[config.mk]
export PLATFORM = sky130hd
export DESIGN_NAME = pdm_audio_tx_flat
export DESIGN_NICKNAME = d
export VERILOG_FILES = /design/src/rtl/pdm_tx_pkg.sv /design/src/rtl/pdm_tx_if.sv /design/src/rtl/pdm_tx_fifo.sv /design/src/rtl/pdm_audio_tx.sv /design/src/flat_wrapper.sv
export SDC_FILE = /design/constraint.sdc
export NUM_CORES = 1
export LEC_CHECK = 0
export CAP_MARGIN = 20
export CORE_MARGIN = 3
export CORE_UTILIZATION = 30
export CTS_BUF_LIST = sky130_fd_sc_hd__clkbuf_2 sky130_fd_sc_hd__clkbuf_4 sky130_fd_sc_hd__clkbuf_8
export CTS_CLUSTER_DIAMETER = 150
export DETAILED_ROUTE_END_ITERATION = 6
export SLEW_MARGIN = 10
export SYNTH_ARGS = -nofsm -noshare
export SYNTH_HDL_FRONTEND = slang
export SYNTH_SLANG_ARGS = --single-unit
[constraint.sdc]
create_clock -name sysclk -period 7.1 [get_ports sysclk]
set_input_delay 1.065 -clock sysclk [delete_from_list [all_inputs] [get_ports sysclk]]
set_output_delay 1.065 -clock sysclk [all_outputs]
set_load 0.02 [all_outputs]
[src/rtl/pdm_tx_pkg.sv]
// Shared constants and helpers for the PCM-to-PDM audio transmitter.
package pdm_tx_pkg;

    localparam int DATA_W = 16;

    // All-zero two's complement is the midscale (silent) output level.
    localparam logic [DATA_W-1:0] MIDSCALE = DATA_W'(0);

    function automatic int level_w(input int depth);
        return $clog2(depth) + 1;
    endfunction

endpackage

[src/rtl/pdm_tx_if.sv]
// Valid/ready PCM sample stream into the PDM transmitter.
interface pdm_tx_if #(
    parameter int DATA_W = pdm_tx_pkg::DATA_W
);
    logic [DATA_W-1:0] s_tdata;
    logic              s_tvalid;
    logic              s_tready;

    modport master (output s_tdata, output s_tvalid, input  s_tready);
    modport slave  (input  s_tdata, input  s_tvalid, output s_tready);
endinterface

[src/rtl/pdm_tx_fifo.sv]
// Synchronous sample FIFO with occupancy output; a write is never visible on rd_data in the same cycle.
module pdm_tx_fifo #(
    parameter  int DATA_W = 16,
    parameter  int DEPTH  = 16,
    localparam int AW     = $clog2(DEPTH),
    localparam int LW     = pdm_tx_pkg::level_w(DEPTH)
) (
    input  logic              clk,
    input  logic              rst_n,
    input  logic              wr_en,
    input  logic [DATA_W-1:0] wr_data,
    input  logic              rd_en,
    output logic [DATA_W-1:0] rd_data,
    output logic              full,
    output logic              empty,
    output logic [LW-1:0]     level
);

    logic [DATA_W-1:0] r_mem [DEPTH];
    logic [AW-1:0]     r_wr_ptr;
    logic [AW-1:0]     r_rd_ptr;
    logic [LW-1:0]     r_level;
    logic              w_wr;
    logic              w_rd;

    assign full    = (r_level == LW'(DEPTH));
    assign empty   = (r_level == '0);
    assign level   = r_level;
    assign rd_data = r_mem[r_rd_ptr];
    assign w_wr    = wr_en && !full;
    assign w_rd    = rd_en && !empty;

    // NOTE: storage has no reset; the pointers and level alone define what is valid.
    always_ff @(posedge clk) begin
        if (w_wr) r_mem[r_wr_ptr] <= wr_data;
    end

    always_ff @(posedge clk or negedge rst_n) begin
        if (!rst_n) begin
            r_wr_ptr <= '0;
            r_rd_ptr <= '0;
            r_level  <= '0;
        end else begin
            if (w_wr) r_wr_ptr <= r_wr_ptr + AW'(1);
            if (w_rd) r_rd_ptr <= r_rd_ptr + AW'(1);
            case ({w_wr, w_rd})
                2'b10:   r_level <= r_level + LW'(1);
                2'b01:   r_level <= r_level - LW'(1);
                default: r_level <= r_level;
            endcase
        end
    end

endmodule

[src/rtl/pdm_audio_tx.sv]
// PCM-to-PDM transmitter: buffered samples feed a first-order sigma-delta modulator driving AUD_PWM.
module pdm_audio_tx #(
    parameter  int DATA_W     = pdm_tx_pkg::DATA_W,
    parameter  int FIFO_DEPTH = 16,
    parameter  int CLK_DIV    = 33,
    parameter  int OSR        = 64,
    localparam int LW         = pdm_tx_pkg::level_w(FIFO_DEPTH)
) (
    input  logic          sysclk,
    input  logic          sysreset_n,
    input  logic          enable,
    pdm_tx_if.slave       s_axis,
    output logic          pdm_out,
    output logic          pdm_strobe,
    output logic          underrun,
    input  logic          clr_underrun,
    output logic [LW-1:0] fifo_level
);
    import pdm_tx_pkg::MIDSCALE;

    localparam int BW = $clog2(CLK_DIV);
    localparam int SW = $clog2(OSR);
    localparam logic [BW-1:0] BIT_LAST = BW'(CLK_DIV - 1);
    localparam logic [SW-1:0] SMP_LAST = SW'(OSR - 1);

    logic [BW-1:0]     r_bit_cnt;
    logic [SW-1:0]     r_smp_cnt;
    logic [DATA_W-1:0] r_acc;
    logic [DATA_W-1:0] r_cur_sample;
    logic              r_pdm_out;
    logic              r_pdm_strobe;
    logic              r_underrun;

    logic              w_tick;
    logic              w_load;
    logic              w_full;
    logic              w_empty;
    logic [DATA_W-1:0] w_head;
    logic [DATA_W-1:0] w_sample;
    logic [DATA_W-1:0] w_u;
    logic [DATA_W:0]   w_sum;

    assign s_axis.s_tready = !w_full;

    pdm_tx_fifo #(
        .DATA_W (DATA_W),
        .DEPTH  (FIFO_DEPTH)
    ) u_fifo (
        .clk     (sysclk),
        .rst_n   (sysreset_n),
        .wr_en   (s_axis.s_tvalid),
        .wr_data (s_axis.s_tdata),
        .rd_en   (w_load),
        .rd_data (w_head),
        .full    (w_full),
        .empty   (w_empty),
        .level   (fifo_level)
    );

    assign w_tick   = enable && (r_bit_cnt == BIT_LAST);
    assign w_load   = w_tick && (r_smp_cnt == SMP_LAST);
    assign w_sample = w_load ? (w_empty ? DATA_W'(MIDSCALE) : w_head) : r_cur_sample;
    // Offset binary: flipping the sign bit maps -2^(N-1)..2^(N-1)-1 onto 0..2^N-1.
    assign w_u      = {~w_sample[DATA_W-1], w_sample[DATA_W-2:0]};
    assign w_sum    = {1'b0, r_acc} + {1'b0, w_u};

    always_ff @(posedge sysclk or negedge sysreset_n) begin
        if (!sysreset_n) begin
            r_bit_cnt    <= '0;
            r_smp_cnt    <= SMP_LAST;
            r_acc        <= '0;
            r_cur_sample <= DATA_W'(MIDSCALE);
            r_pdm_out    <= 1'b0;
            r_pdm_strobe <= 1'b0;
        end else if (!enable) begin
            // Parking smp_cnt at its last value makes the first tick after re-enable a load.
            r_bit_cnt    <= '0;
            r_smp_cnt    <= SMP_LAST;
            r_acc        <= '0;
            r_pdm_out    <= 1'b0;
            r_pdm_strobe <= 1'b0;
        end else begin
            r_pdm_strobe <= w_tick;
            if (w_tick) begin
                r_bit_cnt <= '0;
                r_smp_cnt <= (r_smp_cnt == SMP_LAST) ? '0 : r_smp_cnt + SW'(1);
                r_acc     <= w_sum[DATA_W-1:0];
                r_pdm_out <= w_sum[DATA_W];
                if (w_load) r_cur_sample <= w_sample;
            end else begin
                r_bit_cnt <= r_bit_cnt + BW'(1);
            end
        end
    end

    // Setting wins over clearing so an underrun in the clear cycle is not lost.
    always_ff @(posedge sysclk or negedge sysreset_n) begin
        if (!sysreset_n)              r_underrun <= 1'b0;
        else if (w_load && w_empty)   r_underrun <= 1'b1;
        else if (clr_underrun)        r_underrun <= 1'b0;
    end

    assign pdm_out    = r_pdm_out;
    assign pdm_strobe = r_pdm_strobe;
    assign underrun   = r_underrun;

endmodule

[src/flat_wrapper.sv]
// flat-port wrapper written by rule: the top's interface ports become plain ports
module pdm_audio_tx_flat import pdm_tx_pkg::MIDSCALE;
#(
    parameter  int DATA_W     = pdm_tx_pkg::DATA_W,
    parameter  int FIFO_DEPTH = 16,
    parameter  int CLK_DIV    = 33,
    parameter  int OSR        = 64,
    localparam int LW         = pdm_tx_pkg::level_w(FIFO_DEPTH)
)
  (sysclk, sysreset_n, enable, pdm_out, pdm_strobe, underrun, clr_underrun, fifo_level, s_axis_s_tdata, s_axis_s_tvalid, s_axis_s_tready);
  pdm_tx_if #(.DATA_W(DATA_W)) s_axis_i ();
  input  logic sysclk;
  input  logic sysreset_n;
  input  logic enable;
  output logic pdm_out;
  output logic pdm_strobe;
  output logic underrun;
  input  logic clr_underrun;
  output logic [LW-1:0] fifo_level;
  input wire logic [$bits(s_axis_i.s_tdata)-1:0] s_axis_s_tdata;
  input wire logic [$bits(s_axis_i.s_tvalid)-1:0] s_axis_s_tvalid;
  output wire logic [$bits(s_axis_i.s_tready)-1:0] s_axis_s_tready;
  assign s_axis_i.s_tdata = s_axis_s_tdata;
  assign s_axis_i.s_tvalid = s_axis_s_tvalid;
  assign s_axis_s_tready = s_axis_i.s_tready;
  pdm_audio_tx #(.DATA_W(DATA_W), .FIFO_DEPTH(FIFO_DEPTH), .CLK_DIV(CLK_DIV), .OSR(OSR)) u_core (.sysclk(sysclk), .sysreset_n(sysreset_n), .enable(enable), .s_axis(s_axis_i), .pdm_out(pdm_out), .pdm_strobe(pdm_strobe), .underrun(underrun), .clr_underrun(clr_underrun), .fifo_level(fifo_level));
endmodule
### Word level (Yosys, flattened, before mapping)

Memories as Yosys holds them, arrays and structs flattened.
Index checks and enable logic that the tools add are counted.

| word-level totals | value |
|---|---|
| bits in writable memories | 256 |
| logic and storage cells | 53 |
| register bits after elaboration | 60 |
| input port bits | 21 |
| memories | 1 |
| output and inout port bits | 9 |

| cells by class | value |
|---|---|
| add/subtract/negate cells | 7 |
| reduce and logical (&&, ||, !) cells | 11 |
| equal/unequal tests | 6 |
| mux-type cells | 17 |
| bitwise gates (word level) | 1 |

Memory list:

| name | depth | bits a word | read ports | clocked after memory_dff | write ports | line | source |
|---|---|---|---|---|---|---|---|
| u_core.u_fifo.r_mem | 16 | 16 | 1 | 0 | 1 | pdm_tx_fifo.sv:19 | `logic [DATA_W-1:0] r_mem [DEPTH];` |

Operators with widths:

| operator | count |
|---|---|
| two-way mux 16 bit | 4 |
| two-way mux 6 bit | 5 |
| adder 16 x 16 -> 17 bit | 1 |
| adder 6 x 1 -> 6 bit, second input constant | 2 |
| equality test 6 bit, second input constant | 2 |
| case mux 5 bit (2 select lines) | 1 |
| adder 4 x 1 -> 4 bit, second input constant | 2 |
| two-way mux 1 bit | 7 |
| adder 5 x 1 -> 5 bit, second input constant | 1 |
| equality test 5 bit, second input constant | 1 |
| logical AND 1 bit | 5 |
| zero test 5 bit | 1 |
| subtractor 5 x 1 -> 5 bit, second input constant | 1 |
| nonzero test 2 bit | 2 |
| AND reduction 3 bit | 1 |
| equality test 2 x 1 -> 1 bit, second input constant | 1 |
| equality test 2 bit, second input constant | 1 |
| zero test 1 bit | 2 |
| inequality test 2 x 1 -> 1 bit, second input constant | 1 |
| inverter 1 bit | 1 |

### Logic depth before layout (Yosys ltp)

Gate-level depths: netlist of run 1.

| logic depth | value |
|---|---|
| depth after elaboration | 8 |
| mapped depth | 20 |
| mapped depth without buffers | 18 |

### Modules after synthesis

A second synthesis of run 1 with hierarchy kept.

| second synthesis, totals | value |
|---|---|
| cell total of the unflattened synthesis | 874 |
| area total of the unflattened synthesis | 13780.7 um^2 |

Modules (own cells, without submodules):

| module | sequential area each (um^2) | cells an instance | area an instance (um^2) | times used |
|---|---|---|---|---|
| pdm_tx_fifo | 8012.7 | 555 | 10895.4 | 1 |
| pdm_audio_tx | 1183.6 | 319 | 2885.3 | 1 |

### Worst setup path after synthesis of run 1

No wires, ideal clock.

| timing | value |
|---|---|
| path type | reg2reg |
| start | register u_core.u_fifo.r_rd_ptr[2] |
| end | register u_core.r_acc[11] |
| library setup time | 0.123 ns |
| buffers on the path | 2 |
| arrival time | 3.445 ns |
| clock period less this slack | 3.568 ns |
| required time | 6.977 ns |
| slack | 3.532 ns |
| cell stages (with the launch flop) | 13 |
| path through | dfrtp_1 -> buf_2 -> clkbuf_1 -> mux4_2 -> mux4_2 -> a22o_1 -> ha_1 -> o211a_1 -> a211o_1 -> a2111oi_0 -> o21bai_1 -> xnor2_1 -> o21ai_1 |

| between the ends | value |
|---|---|
| cells in the longest elaborated chain, start to end | 6 |

Ends and longest elaborated chain:

| what | line | source |
|---|---|---|
| start: declaration | pdm_tx_fifo.sv:21 | `logic [AW-1:0] r_rd_ptr;` |
| start signal: assignment | pdm_tx_fifo.sv:45 | `if (w_rd) r_rd_ptr <= r_rd_ptr + AW'(1);` |
| memory read (16 x 16 bit) | n/a |  |
| two-way mux 16 bit (2 in a row) | pdm_audio_tx.sv:62 | `assign w_sample = w_load ? (w_empty ? DATA_W'(MIDSCALE) : w_head) : r_cur_sample;` |
| named net u_core.w_sample[2] | pdm_audio_tx.sv:39 | `logic [DATA_W-1:0] w_sample;` |
| adder 16 x 16 -> 17 bit | pdm_audio_tx.sv:65 | `assign w_sum = {1'b0, r_acc} + {1'b0, w_u};` |
| two-way mux 16 bit | pdm_audio_tx.sv:84 | `if (w_tick) begin` |
| two-way mux 16 bit | pdm_audio_tx.sv:75 | `end else if (!enable) begin` |
| end signal: assignment | pdm_audio_tx.sv:87 | `r_acc <= w_sum[DATA_W-1:0];` |
| end: declaration | pdm_audio_tx.sv:28 | `logic [DATA_W-1:0] r_acc;` |

The timed path passes the listed nets, and every way through them passes these cells. The select of a mux whose other input is x is not followed.
A chain may end at the register's enable or synchronous reset.

### Worst setup path in the final report of run 1

| timing | value |
|---|---|
| start | register u_core.r_bit_cnt[0] |
| end | register u_core.r_acc[13] |

| between the ends | value |
|---|---|
| cells in the longest elaborated chain, start to end | 7 |
| elaborated cells on any way between the ends | 8 |
| classes of those cells | add/sub: 1; eq/ne: 2; mux: 3; reduce/logical: 2 |

Ends and longest elaborated chain:

| what | line | source |
|---|---|---|
| start: declaration | pdm_audio_tx.sv:26 | `logic [BW-1:0] r_bit_cnt;` |
| start signal: assignment | pdm_audio_tx.sv:91 | `r_bit_cnt <= r_bit_cnt + BW'(1);` |
| equality test 6 bit | pdm_audio_tx.sv:60 | `assign w_tick = enable && (r_bit_cnt == BIT_LAST);` |
| logical AND 1 bit | pdm_audio_tx.sv:60 |  |
| logical AND 1 bit | pdm_audio_tx.sv:61 | `assign w_load = w_tick && (r_smp_cnt == SMP_LAST);` |
| two-way mux 16 bit | pdm_audio_tx.sv:62 |  |
| named net u_core.w_sample[1] | pdm_audio_tx.sv:39 |  |
| adder 16 x 16 -> 17 bit | pdm_audio_tx.sv:65 |  |
| two-way mux 16 bit | pdm_audio_tx.sv:84 |  |
| two-way mux 16 bit | pdm_audio_tx.sv:75 |  |

The timed path passes the listed nets, and every way through them passes these cells. The select of a mux whose other input is x is not followed.

==> results_dict.tcl, run 1 <==
set metrics [dict create \
    status "finished, final reports clean" \
    ys_types 54 \
    fin_ws_ns 2.44 \
    startpoint_type "flip-flop" \
    clockPowerShare_pct 36.4 \
    wirelength_um 27200 \
    cts_resized 0 \
    start_util_pct 30.5 \
    rows 76 \
    arrival_ns 5.12 \
    area_growth_pct 15.3 \
    fin_crit_sh_pct 65.6 \
    regToRegSetupSlack_ns 2.44 \
    rsz0062_at_grt "false" \
    synth_xor_area_share_pct 1.79 \
    dp_hpwl_um 15400 \
    synth.avg_cell_area_um2 18.0 \
    synth.most_common_cell "edfxtp_1" \
    cts_buffers 51 \
    intPower_w 0.00315 \
    cts_tree "built" \
    slew_viol_final 0 \
    cts_hold_buf 0 \
    port_buffers 29 \
    cts.sinks 316 \
    pre_cts_slack_ns 2.30 \
    yosys.area_share.adder_pct 3.23 \
    drive_above_1_share_pct 25.6 \
    power.density_nw_per_um2 272 \
    multiInputGateArea_um2 3820 \
    power.net_switching_w 0.00101 \
    grt-ovfl-total 0 \
    synthFlopType "edfxtp_1" \
    synth_top_family_by_area "multiplexers" \
    synthTopCellsByCount "edfxtp_1, mux4_2, dfrtp_1, nand2_1, ha_1" \
    synth-compound-area-share_pct 5.76 \
    yosysTopAreaCell "edfxtp_1" \
    hold_path_class "flip-flop to flip-flop" \
    coreArea_um2 43400 \
    synth_simple_gate_area_share_pct 3.95 \
    combPwrFrac_pct 9.5 \
    synth.area.mux_share_pct 13.7 \
    htreeDepth 2 \
    die_w_um 216 \
    fin_nets 861 \
    syn_area_um2 13200 \
    insertion_delay_ns 0.59 \
    wl_per_cell_um 19.0 \
    synth-seq-area-share_pct 69.4 \
    crit_fanout 35 \
    leakage_nw 5.25 \
    ys_seq_elements 316 \
    synth_fp_nets 790 \
    first_global_vias 7040 \
    fin_crit_ns 4.66 \
    grt_max_degree 61 \
    async_flop_share_pct 19.0 \
    setup_viol 0 \
    ys_warn_count 0 \
    num_io_pins 30 \
    syn_inst 736 \
    cts_setup_buffers 0 \
    worstSetupPathType "flip-flop to flip-flop" \
    area.sequential_um2 9200 \
    p_seq_share_pct 54.0 \
    hold_viol 0 \
    r2r_cells 15 \
    cts_buffer_depth 3 \
    end_kind "flip-flop" \
    viasPerCell 4.73 \
    synth.area.top_cells "edfxtp_1, mux4_2, dfrtp_1, ha_1, a22o_1" \
    fin_skew_ns 0.0294 \
    clock-root-buffer "clkbuf_8" \
    die_h_um 216 \
    fill_cells 4094 \
    setup_tns_ns 0 \
    yosys.area.top_type_share_pct 58.0 \
    tightestPinTransition_ns 1.00 \
    ir_drop_v 0.000159 \
    gp_congestion 0.780 \
    drv_cap 0 \
    drc 0 \
    dr.pass1.iters 4 \
    num_antenna_cells 0 \
    clk_pin_slew_ns 0.06 \
    first_iter_violations 462 \
    grt_pass1_wl_um 42400 \
    slew_headroom_pct 33.2 \
    dieArea_um2 46700 \
    track_usage_pct 11.8 \
    hold_path_depth 1 \
    max_freq_mhz 215 \
    cp.required_ns 7.56 \
    synth-edff-count 256 \
    vias 6767 \
    antenna_found_initial 1 \
    drtAntennaViolNets 0 \
    switching_share_pct 24.4 \
]
-- sequential cells by signal, summed over array words and instances, names as in the netlist --
signal / flops
u_core.u_fifo.r_mem: 256
u_core.r_acc: 16
u_core.r_cur_sample: 16
u_core.r_bit_cnt: 6
u_core.r_smp_cnt: 6
u_core.u_fifo.level: 5
u_core.u_fifo.r_rd_ptr: 4
u_core.u_fifo.r_wr_ptr: 4
u_core.pdm_out: 1
u_core.pdm_strobe: 1
u_core.underrun: 1
-- cell families (layout without fill, tap and decap cells) --
| kind of cell | after synthesis | in the layout |
|---|---|---|
| flip-flops | 316 | 316 |
| AND/OR/NAND/NOR | 116 | 116 |
| AO/OA/AOI/OAI | 110 | 110 |
| multiplexers | 82 | 82 |
| buffers and inverters | 52 | 161 |
| adder cells (fa/ha/maj) | 33 | 33 |
| XOR/XNOR | 27 | 27 |
-- worst max-delay path, cell delays in order (launching register included) --
cell	delay [ns]
dfrtp_1	0.40
inv_1	0.07
ha_1	0.13
nor4b_1	0.32
and2_1	0.58
nand2_2	0.24
inv_2	0.10
nand3_1	0.11
inv_2	0.50
a22o_1	0.25
ha_1	0.25
a211o_1	0.31
a211o_1	0.35
a2111oi_0	0.44
o21bai_1	0.21
o311ai_1	0.26
-- worst paths after layout --
path / endpoint / startpoint
min in group asynchronous: u_core.r_bit_cnt[3] / sysreset_n
worst max-delay path: u_core.r_acc[13] / u_core.r_bit_cnt[0]
worst min-delay path: u_core.r_bit_cnt[0] / u_core.r_bit_cnt[0]
max in group asynchronous: u_core.u_fifo.r_rd_ptr[2] / sysreset_n
worst max register to register: u_core.r_acc[13] / u_core.r_bit_cnt[0]
worst min register to register: u_core.r_bit_cnt[0] / u_core.r_bit_cnt[0]
-- metal layers --
metal  vias to the layer above  part of all wire, %  GRT usage [%]
met5                         -                0.044              0
met4                         2                  1.9           3.46
met3                        44                  4.1           2.57
met2                       124                   48           19.1
met1                      3518                   46           16.0
li1                       3079                    -              -
-- cell type report --
class                   instances  area share (%)
flip-flops and latches        316            60.3
inverters                      17           0.418
clock buffers                  78            6.01
clock inverters                13           0.483
repair buffers                 53            3.05
well taps                     585            4.79
multi-input cells             368            25.0
-- placed cells by master, fill, tap and decap left out, types with 21 or more instances in the layout --
| cell type | Yosys | routed |
|---|---|---|
| a22o_1 | 30 | 30 |
| ha_1 | 31 | 31 |
| clkbuf_8 | 0 | 53 |
| clkbuf_4 | 0 | 25 |
| nand2_1 | 48 | 48 |
| a21oi_1 | 21 | 21 |
| buf_4 | 3 | 24 |
| dfrtp_1 | 54 | 52 |
| mux4_2 | 78 | 78 |
| clkdlybuf4s50_1 | 0 | 28 |
| edfxtp_1 | 256 | 256 |
-- power groups by stage --
stage | Combinational [W] | Sequential (W) | Clock, W
5_1_grt | 0.000437 | 0.00226 | 0.00165
6_report | 0.000397 | 0.00225 | 0.00152
3_3_place_gp | 0.000400 | 0.00228 | 0
2_1_floorplan | 0.000205 | 0.00227 | 0
3_5_place_dp | 0.000408 | 0.00229 | 0
4_1_cts | 0.000409 | 0.00225 | 0.00156
-- per-stage QoR --
| stage | std cells | hold WS [ns] | cell area, µm² | total power [W] | utilization [%] |
|---|---|---|---|---|---|
| 3_5_place_dp | 1339 | 0.477 | 14300 | 0.00269 | 32.9 |
| 2_1_floorplan | 736 | 0.450 | 13200 | 0.00248 | - |
| 5_1_grt | 1430 | 0.505 | 15300 | 0.00435 | 35.2 |
| 6_report | 1430 | 0.481 | 15300 | 0.00416 | 35.2 |
| 4_1_cts | 1430 | 0.486 | 15300 | 0.00422 | 35.2 |
| 3_3_place_gp | 1339 | 0.468 | 14300 | 0.00268 | 32.9 |
Power figures use the tool's default switching activity.
==> run 2, diff against run 1 <==
- clock period: 7.1 -> 4.66 ns (I/O delays scaled with it)
==> run 2 against run 1 <==
  * Power up 59%
  * Sequential cell count is the same
  * Highest routed layer unchanged
  * Critical path depth down 4
  * Critical endpoint is now u_core.r_acc[11]
==> results_dict.tcl, run 2 (synthesis results as in run 1) <==
set metrics [dict create \
    status "finished, final reports clean" \
    ir_drop_v 0.000202 \
    largest_register "u_core.u_fifo.r_mem" \
    port_buffers 29 \
    power.density_nw_per_um2 428 \
    fill_cells 4091 \
    num_antenna_cells 0 \
    crit_fanout 33 \
    area_growth_pct 16.9 \
    fin_crit_sh_pct 88.7 \
    rsz0062_at_grt "false" \
    dieArea_um2 46700 \
    gp_congestion 0.734 \
    cts_resized 0 \
    grt_pass1_wl_um 44600 \
    cts_hold_buf 0 \
    startpoint_type "flip-flop" \
    clock-root-buffer "clkbuf_8" \
    drive_above_1_share_pct 25.8 \
    track_usage_pct 12.5 \
    viasPerCell 4.75 \
    cts_setup_buffers 0 \
    slew_viol_final 0 \
    arrival_ns 4.58 \
    rows 76 \
    slew_headroom_pct 45.5 \
    cts_buffers 53 \
    fin_skew_ns 0.0291 \
    fin_crit_ns 4.13 \
    hold_viol 0 \
    die_w_um 216 \
    worstSetupPathType "flip-flop to flip-flop" \
    htreeDepth 2 \
    die_h_um 216 \
    wirelength_um 28700 \
    drtAntennaViolNets 0 \
    end_kind "flip-flop" \
    final_cell_mix "edfxtp_1, mux4_2, clkbuf_8, dfrtp_1, nand2_1" \
    tightestPinTransition_ns 0.817 \
    drv_cap 0 \
    vias 6870 \
    leakage_nw 5.35 \
    num_io_pins 30 \
    whs_ns 0.158 \
    drc 0 \
    setup_tns_ns 0 \
    regToRegSetupSlack_ns 0.53 \
    setup_viol 0 \
    dr.pass1.iters 4 \
    hold_path_class "input port to async pin" \
    grt-ovfl-total 0 \
    fin_nets 871 \
    reg_top3 "u_core.u_fifo.r_mem (256), u_core.r_acc (16), u_core.r_cur_sample (16)" \
    first_global_vias 7147 \
    wl_per_cell_um 19.8 \
    grt_max_degree 34 \
    max_freq_mhz 242 \
    cts_tree "built" \
    antenna_found_initial 1 \
    start_util_pct 30.5 \
    clk_pin_slew_ns 0.06 \
    largest_reg_flops 256 \
    coreArea_um2 43400 \
    dp_hpwl_um 17200 \
    cp.required_ns 5.11 \
    insertion_delay_ns 0.60 \
    cts.sinks 316 \
    first_iter_violations 444 \
    layout_commonest_cell "edfxtp_1" \
    cts_buffer_depth 3 \
]
## run 2: cell types whose count changed in the layout (fill, tap and decap cells not counted), moves of 2 or more
cell / before / now
bufinv_16: 0 / 5
clkinv_1: 7 / 17
clkinv_2: 4 / 6
buf_4: 24 / 31
clkbuf_4: 25 / 14
## run 2: metrics by stage
stage | utilization, % | instance area, µm² | cells | total power (W) | setup WS, ns
2_1_floorplan | - | 13200 | 736 | 0.00378 | 1.09
3_3_place_gp | 33.1 | 14400 | 1347 | 0.00409 | 0.468
3_5_place_dp | 33.1 | 14400 | 1347 | 0.00412 | 0.399
4_1_cts | 35.7 | 15500 | 1446 | 0.00673 | 0.442
5_1_grt | 35.7 | 15500 | 1446 | 0.00693 | 0.144
6_report | 35.7 | 15500 | 1446 | 0.00663 | 0.528
## run 2: where the power goes
part	internal, W	switching [W]
Clock	0.00148	0.00111
Combinational	0.000216	0.000400
Sequential	0.00333	0.000104
Total	0.00502	0.00161
## run 2: path summary, 6_finish.rpt
path,from,to,cells past startpoint
min reg2reg,u_core.r_cur_sample[15],u_core.r_cur_sample[15],2
min in group sysclk,u_core.r_cur_sample[15],u_core.r_cur_sample[15],2
max reg2reg,u_core.u_fifo.r_rd_ptr[0],u_core.r_acc[11],11
max in group asynchronous,sysreset_n,u_core.r_smp_cnt[1],2
min,sysreset_n,u_core.u_fifo.level[3],1
max,u_core.u_fifo.r_rd_ptr[0],u_core.r_acc[11],11
## run 2: critical path, cell delays in order (launching register included)
cell       delay, ns
dfrtp_4         0.75
buf_12          0.34
mux4_2          0.55
mux4_2          0.50
a22o_1          0.22
ha_1            0.32
o211a_1         0.15
a211o_1         0.32
a2111oi_0       0.40
o21bai_1        0.19
xnor2_1         0.17
o21ai_1         0.08
## run 2: final cells by class
type / instances / area (µm²) / share of cell area (%)
clock buffer: 68 / 848 / 5.48
clock inverter: 31 / 277 / 1.79
inverter: 17 / 63.8 / 0.412
multi-input combinational: 368 / 3820 / 24.7
sequential: 316 / 9200 / 59.5
tap: 585 / 732 / 4.73
timing repair buffer: 61 / 538 / 3.48
## run 2: routing by layer
metal  up-vias  GRT usage [%]  routed length, µm
met3        53           2.69               1460
met1      3550           17.1              12900
met4         2           3.50                554
met2       162           20.3              13800
met5         -              0                 10
li1       3103              -                  -
==> run 3, diff against run 2 <==
- SLEW_MARGIN: 10 -> 20
==> results of run 3 <==
The final DEF is identical to that of run 2; final timing and power are the same.
